File: config.mk
export PLATFORM = sky130hd
export DESIGN_NAME = gray2bcd_rx
export DESIGN_NICKNAME = d
export VERILOG_FILES = /design/src/rtl/gray2bcd_pkg.sv /design/src/rtl/gray2bcd_digit.sv /design/src/rtl/gray2bcd_rx.sv
export SDC_FILE = /design/constraint.sdc
export NUM_CORES = 1
export LEC_CHECK = 0
export ABC_AREA = 0
export BUFFER_PORTS_ARGS = -buffer_cell sky130_fd_sc_hd__buf_2
export CORE_MARGIN = 10
export CORE_UTILIZATION = 33
export CTS_CLUSTER_SIZE = 20
export DETAILED_ROUTE_END_ITERATION = 10
export SETUP_SLACK_MARGIN = 0.5
export SYNTH_ARGS = -nofsm -noshare
export SYNTH_HDL_FRONTEND = slang
export SYNTH_HIERARCHICAL = 1
export SYNTH_SLANG_ARGS = --single-unit
File: constraint.sdc
create_clock -name clk -period 3.2 [get_ports clk]
set_clock_uncertainty 0.2 [all_clocks]
set_input_delay 0.16 -clock clk [delete_from_list [all_inputs] [get_ports clk]]
set_output_delay 0.16 -clock clk [all_outputs]
set_load 0.005 [all_outputs]
File: src/rtl/gray2bcd_pkg.sv
// Shared types and helpers for the Gray-coded decimal receiver.
package gray2bcd_pkg;

  localparam logic [3:0] BCD_MAX = 4'd9;

  typedef enum logic {
    COLLECT = 1'b0,
    HOLD    = 1'b1
  } state_t;

  // Reflected-binary Gray to binary, MSB first.
  function automatic logic [3:0] gray2bin4(input logic [3:0] g);
    logic [3:0] b;
    b[3] = g[3];
    b[2] = b[3] ^ g[2];
    b[1] = b[2] ^ g[1];
    b[0] = b[1] ^ g[0];
    return b;
  endfunction

endpackage

File: src/rtl/gray2bcd_digit.sv
// Combinational single-digit Gray decoder with legal-range (0-9) check.
module gray2bcd_digit
  import gray2bcd_pkg::*;
(
  input  logic [3:0] gray,
  output logic [3:0] bcd,
  output logic       invalid
);

  always_comb begin
    bcd     = gray2bin4(gray);
    invalid = (bcd > BCD_MAX);
  end

endmodule

File: src/rtl/gray2bcd_rx.sv
// Gray-coded decimal digit receiver: packs NDIGITS decoded digits (MS first) into one BCD word.
// Optional saturating invalid-digit counter enabled by defining GRAY2BCD_ERRCNT_EN.
module gray2bcd_rx
  import gray2bcd_pkg::*;
#(
  parameter int unsigned NDIGITS = 4
) (
  input  logic                   clk,
  input  logic                   rst,
  input  logic                   in_valid,
  output logic                   in_ready,
  input  logic [3:0]             in_gray,
  output logic                   out_valid,
  input  logic                   out_ready,
  output logic [4*NDIGITS-1:0]   out_bcd,
  output logic                   out_err
`ifdef GRAY2BCD_ERRCNT_EN
  ,
  output logic [7:0]             err_count
`endif
);

  localparam int unsigned CW = (NDIGITS > 1) ? $clog2(NDIGITS) : 1;
  localparam int unsigned BW = 4 * NDIGITS;
  localparam logic [CW-1:0] LAST = CW'(NDIGITS - 1);

  state_t          state_q, state_d;
  logic [CW-1:0]   cnt_q, cnt_d;
  logic [BW-1:0]   acc_q, acc_d;
  logic            err_q, err_d;
  logic            in_ready_d, out_valid_d;
  logic [3:0]      dig_bcd;
  logic            dig_inv;
  logic            in_hs;

  gray2bcd_digit u_digit (
    .gray    (in_gray),
    .bcd     (dig_bcd),
    .invalid (dig_inv)
  );

  assign in_hs = in_valid && in_ready;

  // State register
  always_ff @(posedge clk) begin
    if (rst) state_q <= COLLECT;
    else     state_q <= state_d;
  end

  // Next state, datapath updates and next handshake flags
  always_comb begin
    state_d     = state_q;
    cnt_d       = cnt_q;
    acc_d       = acc_q;
    err_d       = err_q;
    in_ready_d  = 1'b0;
    out_valid_d = 1'b0;
    case (state_q)
      COLLECT: begin
        if (in_hs) begin
          acc_d = (acc_q << 4) | BW'(dig_bcd);
          err_d = err_q | dig_inv;
          if (cnt_q == LAST) begin
            cnt_d   = '0;
            state_d = HOLD;
          end else begin
            cnt_d = cnt_q + CW'(1);
          end
        end
      end
      HOLD: begin
        if (out_ready) begin
          state_d = COLLECT;
          err_d   = 1'b0;
        end
      end
      default: state_d = COLLECT;
    endcase
    in_ready_d  = (state_d == COLLECT);
    out_valid_d = (state_d == HOLD);
  end

  // Datapath and registered handshake outputs
  always_ff @(posedge clk) begin
    if (rst) begin
      cnt_q     <= '0;
      acc_q     <= '0;
      err_q     <= 1'b0;
      in_ready  <= 1'b1;
      out_valid <= 1'b0;
    end else begin
      cnt_q     <= cnt_d;
      acc_q     <= acc_d;
      err_q     <= err_d;
      in_ready  <= in_ready_d;
      out_valid <= out_valid_d;
    end
  end

  assign out_bcd = acc_q;
  assign out_err = err_q;

`ifdef GRAY2BCD_ERRCNT_EN
  // Lifetime count of rejected-range digits; survives word completion, saturates at 255
  always_ff @(posedge clk) begin
    if (rst) begin
      err_count <= 8'd0;
    end else if (in_hs && dig_inv && (err_count != 8'hFF)) begin
      err_count <= err_count + 8'd1;
    end
  end
`endif

endmodule

# Word-level counts from Yosys, hierarchy flattened
# Index checks and enable logic that the tools add are counted.
# totals
register_bits,21
input_bits,8
output_inout_bits,19
word_cells,28
# op_classes
addsub,1
order_cmp,1
n_eq_ne,3
n_mux,8
bitwise_logic,7
n_reduce_logical,3
# ops
op,count
16-bit by 4-bit bitwise OR with 16-bit output,1
1-bit two-way mux,5
"4-bit > comparator, second input constant",1
1-bit one-hot mux with 2 select lines,2
2-bit AND reduction,2
1-bit bitwise XOR,3
"2-bit by 1-bit adder with 2-bit output, second input constant",1
"2-bit == test, second input constant",1
2-bit two-way mux,1
"2-bit by 1-bit != test with 1-bit output, second input constant",1
"2-bit != test, second input constant",1
1-bit NOT,2
1-bit logical AND,1
1-bit bitwise OR,1

# Longest topological paths before layout
# Gate-level depths: netlist of run 1.
# depth
word_depth,7
mapped_depth,8
mapped_depth_nobuf,8

# By module
# Netlist of run 1, hierarchy kept.
# by_module_without_submodules
module,instances,cells_each,area_each_um2,seq_area_each_um2
gray2bcd_rx,1,76,873.3,420.4
gray2bcd_digit,1,12,96.3,0.0

# Worst setup path after synthesis of run 1
# OpenSTA, ideal clock, no wires.
# synth_path
kind,input-to-reg
startpoint,input port in_gray[2]
endpoint,"register err_q, in the netlist out_err"
setup_time_ns,0.058
arrival_ns,1.390
required_ns,2.942
path_slack_ns,1.552
cell_stages,8
n_path_buf,0
cell_sequence,inv_1 ha_1 xor2_1 ha_1 nor2b_1 a2bb2oi_1 a2bb2oi_1 o211a_1
# synth_via
elab_chain_len,7
# synth_rtl
element,line,text
from (decl),gray2bcd_rx.sv:12,"input logic [3:0] in_gray,"
1-bit bitwise XOR *,gray2bcd_pkg.sv:15,b[2] = b[3] ^ g[2];
1-bit bitwise XOR,gray2bcd_pkg.sv:16,b[1] = b[2] ^ g[1];
1-bit bitwise XOR,gray2bcd_pkg.sv:17,b[0] = b[1] ^ g[0];
4-bit > comparator *,gray2bcd_digit.sv:12,invalid = (bcd > BCD_MAX);
net dig_inv,gray2bcd_rx.sv:33,logic dig_inv;
1-bit bitwise OR *,gray2bcd_rx.sv:62,err_d = err_q | dig_inv;
1-bit two-way mux *,gray2bcd_rx.sv:60,if (in_hs) begin
1-bit one-hot mux with 2 select lines *,gray2bcd_rx.sv:58,case (state_q)
to (signal assigned),gray2bcd_rx.sv:94,err_q <= err_d;
to (decl),gray2bcd_rx.sv:30,"logic err_q, err_d;"
# The timed path passes the listed nets; every way through them passes the cells marked *. The select of a mux whose other input is x is not followed.
# A chain may end at the register's enable or synchronous reset.

# Final worst setup path of run 1
# layout_path
startpoint,input port in_gray[3]
endpoint,"register err_q, in the netlist out_err"
# layout_via
elab_chain_len,7
# layout_rtl
element,line
1-bit bitwise XOR,gray2bcd_pkg.sv:15
1-bit bitwise XOR,gray2bcd_pkg.sv:16
1-bit bitwise XOR,gray2bcd_pkg.sv:17
4-bit > comparator *,gray2bcd_digit.sv:12
net dig_inv,gray2bcd_rx.sv:33
1-bit bitwise OR *,gray2bcd_rx.sv:62
1-bit two-way mux *,gray2bcd_rx.sv:60
1-bit one-hot mux with 2 select lines *,gray2bcd_rx.sv:58
# Marks and branches as above.

==> impl_metrics.ini, run 1 <==
[critical_path]
rr_worst_depth = 3
required_ps = 3260
cp_slowest_cell = dlygate4sd3_1
worstReg2RegStart = out_valid
crit_path_end_kind = flop
timing.critical_path.from = in_gray[3]
critPathMaxFanout = 3
max_stage_delay_ps = 530
crit_cells = 9
critPathLaunchType = input pin
critical_path_arrival_ps = 2160
cp.buffers_inverters = 2
cpLargestDelayFamily = buffers and inverters
crit_type = in2reg
path_cells = dlygate4sd3_1 -> buf_2 -> ha_1 -> xor2_1 -> ha_1 -> nor2b_1 -> a2bb2oi_1 -> a2bb2oi_1 -> o211a_1

[layout]
layout.nets = 130
drive_above_1_share_pct = 28.45
area_growth_pct = 18.06
diodes = 0

[pwr]
ir_drop_mv = 0.2001
power_density_nw_per_um2 = 419.9
leakagePower_nw = 0.5769

[worst_hold_path]
worstHoldPathType = in2reg
min_from = in_gray[1]
hold_depth = 5

[synthesis]
netlist-cell-type-count = 22
synth_area_leaders = dfxtp_1, mux2i_1, nand2b_1
synth.largest_area_cell = dfxtp_1
yosys_warnings = 6
synth-seq-area-share_pct = 43.35
synth.most_common_cell = nand2b_1
ys_top_cells_by_count = nand2b_1, dfxtp_1, mux2i_1, ha_1, inv_1
netlist_area_um2 = 969.7
async_flop_share_pct = 0
avgSynthCellArea_um2 = 11.02
yosysTopAreaCellShare_pct = 43.35
ys_ff_latch = 21
synthesis.nets = 101
synth_edf_count = 0
syn_inst = 88
ys.flop_type = dfxtp_1

[drt]
wirelength_um = 1920
dr.pass1.iters = 4
drt_iter0_markers = 37
wl_per_cell_um = 13.06
drc = 0
vias_per_cell = 4.667
ant_nets = 0
num_vias = 686

[floorplan]
core_um2 = 2781
fp.dieH_um = 74.21
die_x_um = 74.21
die_area_um2 = 5506
rows = 19
start_util_pct = 34.86
pin_count = 27

[timing]
fmax_mhz = 476.1
slew_headroom_pct = 58.26
period_share_pct = 65.64
hold_viol_final = 0
finalCriticalPeriod_ps = 2101
hold-worst-slack_ps = 95.14
tns_ps = 0
final_max_slew_viol_count = 0
worst_pin_slew_ps = 626.1
setup_violations = 0
rsz0062_at_grt = no

[place]
hpwl_um = 1484
port_buffers = 26
routabilityCongestion = 0.6431

[global_routing]
grt_pass1_wl_um = 3263
grtUsageTotal_pct = 7.557
grt_max_degree = 27
overflow = 0
antenna_found_initial = 0
grt_pass1_vias = 722

[clocking]
cts.sinks = 21
cts-root-buf = clkbuf_4
cts_tree = built
postCtsSetupBuffers = 0
clock_latency_ps = 300
clkTransAtPathRegs_ps = 110
cts_buffer_depth = 2
cts_buffers = 3
htree_levels = 1

[job]
drv_cap = 0

[status]
status = completed
## logic make-up after synthesis
kind of cell    synth area share, %
xor+xnor                     0.9034
compound gates                4.388
buf+inv                       6.837
simple gates                  18.97
mux                           19.10
flops                         43.35
fa+ha+maj                     6.452
## layer usage
metal,vias to the layer above,track usage [%],wire (µm)
li1,350,-,-
met1,313,8.652,868
met2,19,11.55,832
met3,4,3.989,192
met4,0,3.106,26
met5,-,0,0
## worst min-delay path, cell delays in order
cell	delay, ps
buf_2	80
xor2_1	90
inv_1	60
nand2b_1	50
mux2i_1	120
## sequential cells by signal, summed over array words and instances, names as in the netlist
name and count:
out_bcd 16, cnt_q 2, in_ready 1, out_err 1, out_valid 1
## worst paths after layout
path | endpoint | slack [ps]
worst max register to register | cnt_q[0] | 1350
worst min register to register | out_bcd[14] | 280
worst max-delay path | out_err | 1100
worst min-delay path | out_bcd[1] | 100
## layout make-up
class,instances,area [µm²]
well taps,31,38.79
inverters,5,18.77
flip-flops and latches,21,420.4
fillers,285,1637
repair buffers,29,157.7
multi-input cells,57,483.0
clock buffers,4,26.28
## power breakdown
group          internal (W)  switching, W
clock network     0.0000486     0.0000790
registers          0.000274    0.00000616
logic             0.0000383     0.0000348
total              0.000361      0.000120
## per-stage QoR
stage          setup slack (ps)   power, W  util, %  instances  area [µm²]
2_1_floorplan              1552  0.0003385        -         88       969.7
3_3_place_gp               1343  0.0003574    39.50        141        1099
3_5_place_dp               1295  0.0003591    39.50        141        1099
4_1_cts                    1107  0.0004913    41.16        147        1145
5_1_grt                    1044  0.0005101    41.16        147        1145
6_report                   1099  0.0004807    41.16        147        1145
## cells in the final DEF (no fill, tap or decap), drive strengths merged
cell         instances
nand3b               1
clkbuf               4
dfxtp               21
ha                   5
o211a                1
and3b                1
dlygate4sd3          2
inv                  5
a31o                 1
a31oi                1
mux2                 1
buf                 27
nor3b                1
nand2b              22
nor2b                2
xor2                 1
mux2i               17
nor3                 1
a2bb2oi              2
## timing repair
| item | 4_1_cts | 5_1_grt |
|---|---|---|
| hold buffers | 2 | 0 |
| hold endpoints to repair | 4 | 0 |
| gates resized for setup | 0 | 0 |
(Power assumes the default switching activity.)
==> inputs of run 2 (changes only) <==
==> constraint.sdc (replaced) <==
create_clock -name clk -period 1.75 [get_ports clk]
set_clock_uncertainty 0.2 [all_clocks]
set_input_delay 0.0875 -clock clk [delete_from_list [all_inputs] [get_ports clk]]
set_output_delay 0.0875 -clock clk [all_outputs]
set_load 0.005 [all_outputs]
==> run 2 against run 1 <==
  * Register-to-register slack worse by 920 ps
  * Hold slack worse by 67 ps
  * Utilization up 4.5 points
  * Setup slack worse by 660 ps
  * Via count up 3.9%
  * Wire length up 9.2%
  * Critical path depth down 6
  * Largest cell class unchanged
  * Highest routed layer unchanged
==> impl_metrics.ini, run 2 (synthesis gave the netlist of run 1 again) <==
[clocking]
cts_buffers = 3
clkTransAtPathRegs_ps = 120
htree_levels = 1
clock_latency_ps = 320
cts-root-buf = clkbuf_4
cts_tree = built
cts_buffer_depth = 2
cts.sinks = 21

[layout]
nFillCells = 262
final_common_cell = buf_2
layout.nets = 135
largest_register_ff_count = 16
diodes = 0
final_cell_mix = buf_2, nand2b_1, dfxtp_1, mux2i_1
area_growth_pct = 31.10
drive_above_1_share_pct = 36.36

[critical_path]
r2r_slack_ps = 430
crit_path_end_kind = flop
path_cells = and3b_2 -> clkbuf_16 -> o211a_1
max_stage_delay_ps = 360
rr_worst_depth = 3
cpLargestDelayFamily = flip-flops
crit_cells = 3
critical_path_arrival_ps = 1340
worstReg2RegStart = out_valid
crit_type = reg2reg
cp.buffers_inverters = 1
required_ps = 1770
critPathMaxFanout = 7
r2r-end = out_err
cp_slowest_cell = dfxtp_2
critPathLaunchType = flop

[timing]
finalCriticalPeriod_ps = 1315
hold_viol_final = 0
slew_headroom_pct = 75.48
setup_ws_ps = 434.6
worst_pin_slew_ps = 367.8
period_share_pct = 75.17
final_max_slew_viol_count = 0
rsz0062_at_grt = yes
setup_violations = 0
fmax_mhz = 760.2
hold-worst-slack_ps = 27.86
tns_ps = 0

[place]
port_buffers = 26
routabilityCongestion = 0.6436
hpwl_um = 1531
pre_cts_ws_ps = 65.42

[global_routing]
overflow = 0
grtUsageTotal_pct = 7.985
use_met3_pct = 3.590
top_usage_layer = met2
grt_pass1_wl_um = 3415
use_met2_pct = 12.59
met1_usage_pct = 8.792
antenna_found_initial = 0
grt_max_degree = 27
grt_pass1_vias = 786

[drt]
drc = 0
ant_nets = 0
dr.pass1.iters = 4
wirelength_um = 2097
wl_per_cell_um = 13.80
vias_per_cell = 4.691
drt_iter0_markers = 14
num_vias = 713

[pwr]
leakagePower_nw = 0.6230
ir_drop_mv = 0.4209
power_density_nw_per_um2 = 729.9

[floorplan]
core_um2 = 2781
die_x_um = 74.21
fp.dieH_um = 74.21
pin_count = 27
rows = 19
start_util_pct = 34.86
die_area_um2 = 5506

[worst_hold_path]
worstHoldEndpoint = in_ready
hold_depth = 3
worstHoldPathType = in2reg
min_from = rst

[status]
status = completed

[job]
drv_cap = 0
## run 2: cell count changes in the layout (fill, tap and decap cells not counted), sizes merged
cell,change
buf,+3
clkinv,+1
dlygate4sd3,+1
## run 2: worst reg2reg max path, delay by kind of cell, from the launching register on
kind / cells / cell delay [ps]
AO/OA/AOI/OAI: 1 / 200
AND/OR/NAND/NOR: 1 / 270
flip-flops: 1 / 360
buffers and inverters: 1 / 190
## run 2: worst max-delay path by stage
stage | end | start | slack, ps
global route | out_err | in_gray[2] | 380
CTS | out_valid | out_valid | 440
global placement | out_err | in_gray[3] | 140
floorplan | out_err | in_gray[3] | 310
finish | out_err | out_valid | 430
detailed placement | out_err | in_gray[3] | 70
## run 2: routing by layer
layer  share of wire (%)  routed length [µm]
met1                  45                 952
met2                  43                 912
met3                 8.9                 187
met4                 2.1                  44
met5                   0                   0
## run 2: through the flow
step	cells	cell area (µm²)	power, W	utilization, %
after floorplan	88	996.0	0.0006244	-
after global placement	141	1137	0.0006658	40.89
after detailed placement	141	1137	0.0006695	40.89
after CTS	150	1239	0.0009323	44.53
after global routing	152	1271	0.0009776	45.70
final	152	1271	0.0009279	45.70
## run 2: power by group
| part | internal (W) | switching, W |
|---|---|---|
| registers | 0.000501 | 0.0000131 |
| clock network | 0.0000858 | 0.000159 |
| logic | 0.0000963 | 0.0000730 |
| total | 0.000683 | 0.000245 |
## run 2: what timing repair did
item | CTS | global route
hold buffers | 3 | 0
resized for setup | 7 | 0
pin swaps | 4 | 1
hold endpoints to repair | 4 | 0
buffers inserted | 2 | 1
gates cloned | 0 | 1
endpoints found under the setup margin | 16 | 17
## run 2: cell type report
| cell class | instances | area, µm² | share of cell area [%] |
|---|---|---|---|
| tap | 31 | 38.79 | 3.051 |
| multi-input combinational | 57 | 518.0 | 40.75 |
| clock buffer | 3 | 22.52 | 1.772 |
| inverter | 5 | 21.27 | 1.673 |
| sequential | 21 | 421.7 | 33.17 |
| timing repair buffer | 34 | 244.0 | 19.19 |
| clock inverter | 1 | 5.005 | 0.3937 |
==> inputs of run 3 (changes only) <==
--- a/config.mk
+++ b/config.mk
@@ -5,7 +5,7 @@
 export SDC_FILE = /design/constraint.sdc
 export NUM_CORES = 1
 export LEC_CHECK = 0
-export ABC_AREA = 0
+export ABC_AREA = 1
 export BUFFER_PORTS_ARGS = -buffer_cell sky130_fd_sc_hd__buf_2
 export CORE_MARGIN = 10
 export CORE_UTILIZATION = 33
==> constraint.sdc (replaced) <==
create_clock -name clk -period 1.3 [get_ports clk]
set_clock_uncertainty 0.2 [all_clocks]
set_input_delay 0.065 -clock clk [delete_from_list [all_inputs] [get_ports clk]]
set_output_delay 0.065 -clock clk [all_outputs]
set_load 0.005 [all_outputs]
==> run 3 against run 2 <==
  * The run now ends with hold timing left
  * Critical path depth is 9 higher
  * Cell count up 49%
  * Count of clock-buffer cells in the layout increased by 1
  * Critical endpoint unchanged
  * Critical path type is now in2reg
  * Utilization up 11 points
  * Synthesized cell count is 67% higher
  * Setup slack worse by 340 ps
  * Global-route usage grew 1.4 points
  * Die area is 1.0% higher
  * Register-to-register slack worse by 270 ps
  * Total power rose by 66%
  * Flip-flop and latch count unchanged
==> impl_metrics.ini, run 3 <==
[status]
status = finished, violations left
violations = hold timing

[timing]
setup_violations = 0
fmax_mhz = 830.8
setup_ws_ps = 96.41
slew_headroom_pct = 64.78
worst_pin_slew_ps = 525.0
rsz0062_at_grt = yes
finalCriticalPeriod_ps = 1204
final_max_slew_viol_count = 0
tns_ps = 0
hold_viol_final = 5
hold-worst-slack_ps = -194.7
period_share_pct = 92.58

[place]
hpwl_um = 1498
dp_cells = 202
port_buffers = 26
placed_cell_area_um2 = 1197
routabilityCongestion = 0.7102
pre_cts_ws_ps = -273.5

[global_routing]
antenna_found_initial = 0
grt_max_degree = 19
grt_pass1_wl_um = 4133
grt_pass1_vias = 958
overflow = 0
grtUsageTotal_pct = 9.417

[synthesis]
synth_area_leaders = dfxtp_1, nand2_1, nor2_1
synth_compound_area_share_pct = 1.018
ys_top_cells_by_count = nand2_1, nor2_1, inv_1, dfxtp_1, ha_1
yosysTopAreaCellShare_pct = 42.75
synth_xor_area_share_pct = 0.8906
synth-seq-area-share_pct = 42.75
netlist_area_um2 = 983.4
async_flop_share_pct = 0
syn_inst = 147
ys_ff_latch = 21
synth.most_common_cell = nand2_1
avgSynthCellArea_um2 = 6.690
synth_edf_count = 0
synth_fa_ha_area_share_pct = 6.361
synth.largest_area_cell = dfxtp_1
synth-simple-area-share_pct = 34.22
ys.flop_type = dfxtp_1
synth_top_family_by_area = simple AND/OR/NAND/NOR gates
netlist-cell-type-count = 15
yosys_warnings = 6
synthesis.nets = 160
synthMuxAreaShare_pct = 0

[layout]
area_growth_pct = 61.07
layout.nets = 209
postLayoutCellArea_um2 = 1584
fin_cells = 226
final_cell_mix = nand2_1, nor2_1, inv_1, dfxtp_2, buf_4
final_common_cell = nand2_1
largest_register_ff_count = 16
diodes = 0
drive_above_1_share_pct = 44.10
nFillCells = 262

[critical_path]
r2r_slack_ps = 160
crit_path_end_kind = flop
critPathLaunchType = input pin
r2r-end = out_bcd[0]
critPathMaxFanout = 2
worstReg2RegStart = in_ready
crit_type = in2reg
required_ps = 1320
critical_path_arrival_ps = 1220
rr_worst_depth = 4

[floorplan]
fp.dieH_um = 74.59
die_x_um = 74.59
core_um2 = 2805
start_util_pct = 35.06
rows = 19
die_area_um2 = 5564
pin_count = 27

[clocking]
clock_latency_ps = 310
clkTransAtPathRegs_ps = 120
cts-root-buf = clkbuf_4
htree_levels = 1
cts_buffers = 3
cts_tree = built
cts_buffer_depth = 2
cts.sinks = 21

[drt]
wirelength_um = 2660
wl_met1_um = 1119
dr.max_layer_used = met4
ant_nets = 0
vias_per_cell = 4.434
dr.pass1.iters = 4
drc = 0
wl_per_cell_um = 11.77
num_vias = 1002
wl_met3_um = 223
wl_met2_um = 1307
drt_iter0_markers = 34

[pwr]
leakagePower_nw = 0.8394
ir_drop_mv = 0.5563
power_density_nw_per_um2 = 972.7

[worst_hold_path]
worstHoldEndpoint = out_err
min_from = rst
hold_depth = 4
worstHoldPathType = in2reg

[job]
drv_cap = 0
-- run 3: cell types whose count changed in the layout (fill, tap and decap cells not counted), sizes merged, moves of 2 or more --
cell / before / now
nand2b: 22 / 0
buf: 30 / 44
nor2: 0 / 40
nand3: 0 / 7
inv: 5 / 27
nor2b: 2 / 0
mux2i: 17 / 0
nand2: 0 / 42
a2bb2oi: 2 / 0
dlygate4sd3: 3 / 0
a21oi: 0 / 2
-- run 3: logic make-up after synthesis --
logic type      count (synthesis)
fa+ha+maj                       5
simple gates                   85
xor+xnor                        1
compound gates                  2
flops                          21
buf+inv                        33
-- run 3: per-stage QoR --
stage               util, %  power (W)
finish                56.47   0.001541
global route          56.47   0.001645
CTS                   52.36   0.001495
detailed placement    42.69   0.001053
global placement      42.69   0.001043
floorplan                 -  0.0009578
-- run 3: critical path: stages --
cell and delay, ps:
buf_8 80, inv_6 30, ha_4 250, xnor2_4 130, inv_2 100, ha_4 140, inv_2 20, nand2_1 50
a21oi_1 50, or2_4 220, nand2_2 60, nor2_1 30
-- run 3: worst max-delay path by stage --
| stage | start | to | slack (ps) | cells past startpoint |
|---|---|---|---|---|
| 2_1_floorplan | in_gray[3] | out_err | -50 | 10 |
| 3_3_place_gp | in_gray[2] | out_err | -230 | 12 |
| 3_5_place_dp | in_gray[2] | out_err | -270 | 12 |
| 4_1_cts | in_gray[2] | out_err | 110 | 12 |
| 5_1_grt | in_gray[2] | out_err | 70 | 12 |
| 6_report | in_gray[2] | out_err | 100 | 12 |
-- run 3: per-layer routing --
metal | vias up | GRT usage, %
met2 | 27 | 16.52
met5 | - | 0
met3 | 2 | 4.122
met1 | 447 | 10.02
li1 | 526 | -
met4 | 0 | 2.731
-- run 3: cell type report --
type                            instances  area (µm²)  share of cell area (%)
Clock buffer                            4       26.28                   1.659
Timing Repair Buffer                   44       372.9                   23.54
Multi-Input combinational cell         98       580.6                   36.65
Tap cell                               31       38.79                   2.449
Inverter                               28       115.1                   7.267
Sequential cell                        21       450.4                   28.44
-- run 3: where the power goes --
part / switching [W] / internal, W / total (W) / leakage [nW]
combinational: 0.000209 / 0.000253 / 0.000462 / 0.644
sequential: 0.0000449 / 0.000706 / 0.000751 / 0.180
clock: 0.000209 / 0.000120 / 0.000328 / 0.0150
total: 0.000462 / 0.00108 / 0.00154 / 0.839
-- run 3: what timing repair did --
action,4_1_cts,5_1_grt
pin swaps,4,2
gates resized for setup,35,14
hold endpoints to repair,6,4
cloned,2,3
setup buffers,14,1
endpoints found under the setup margin,40,40
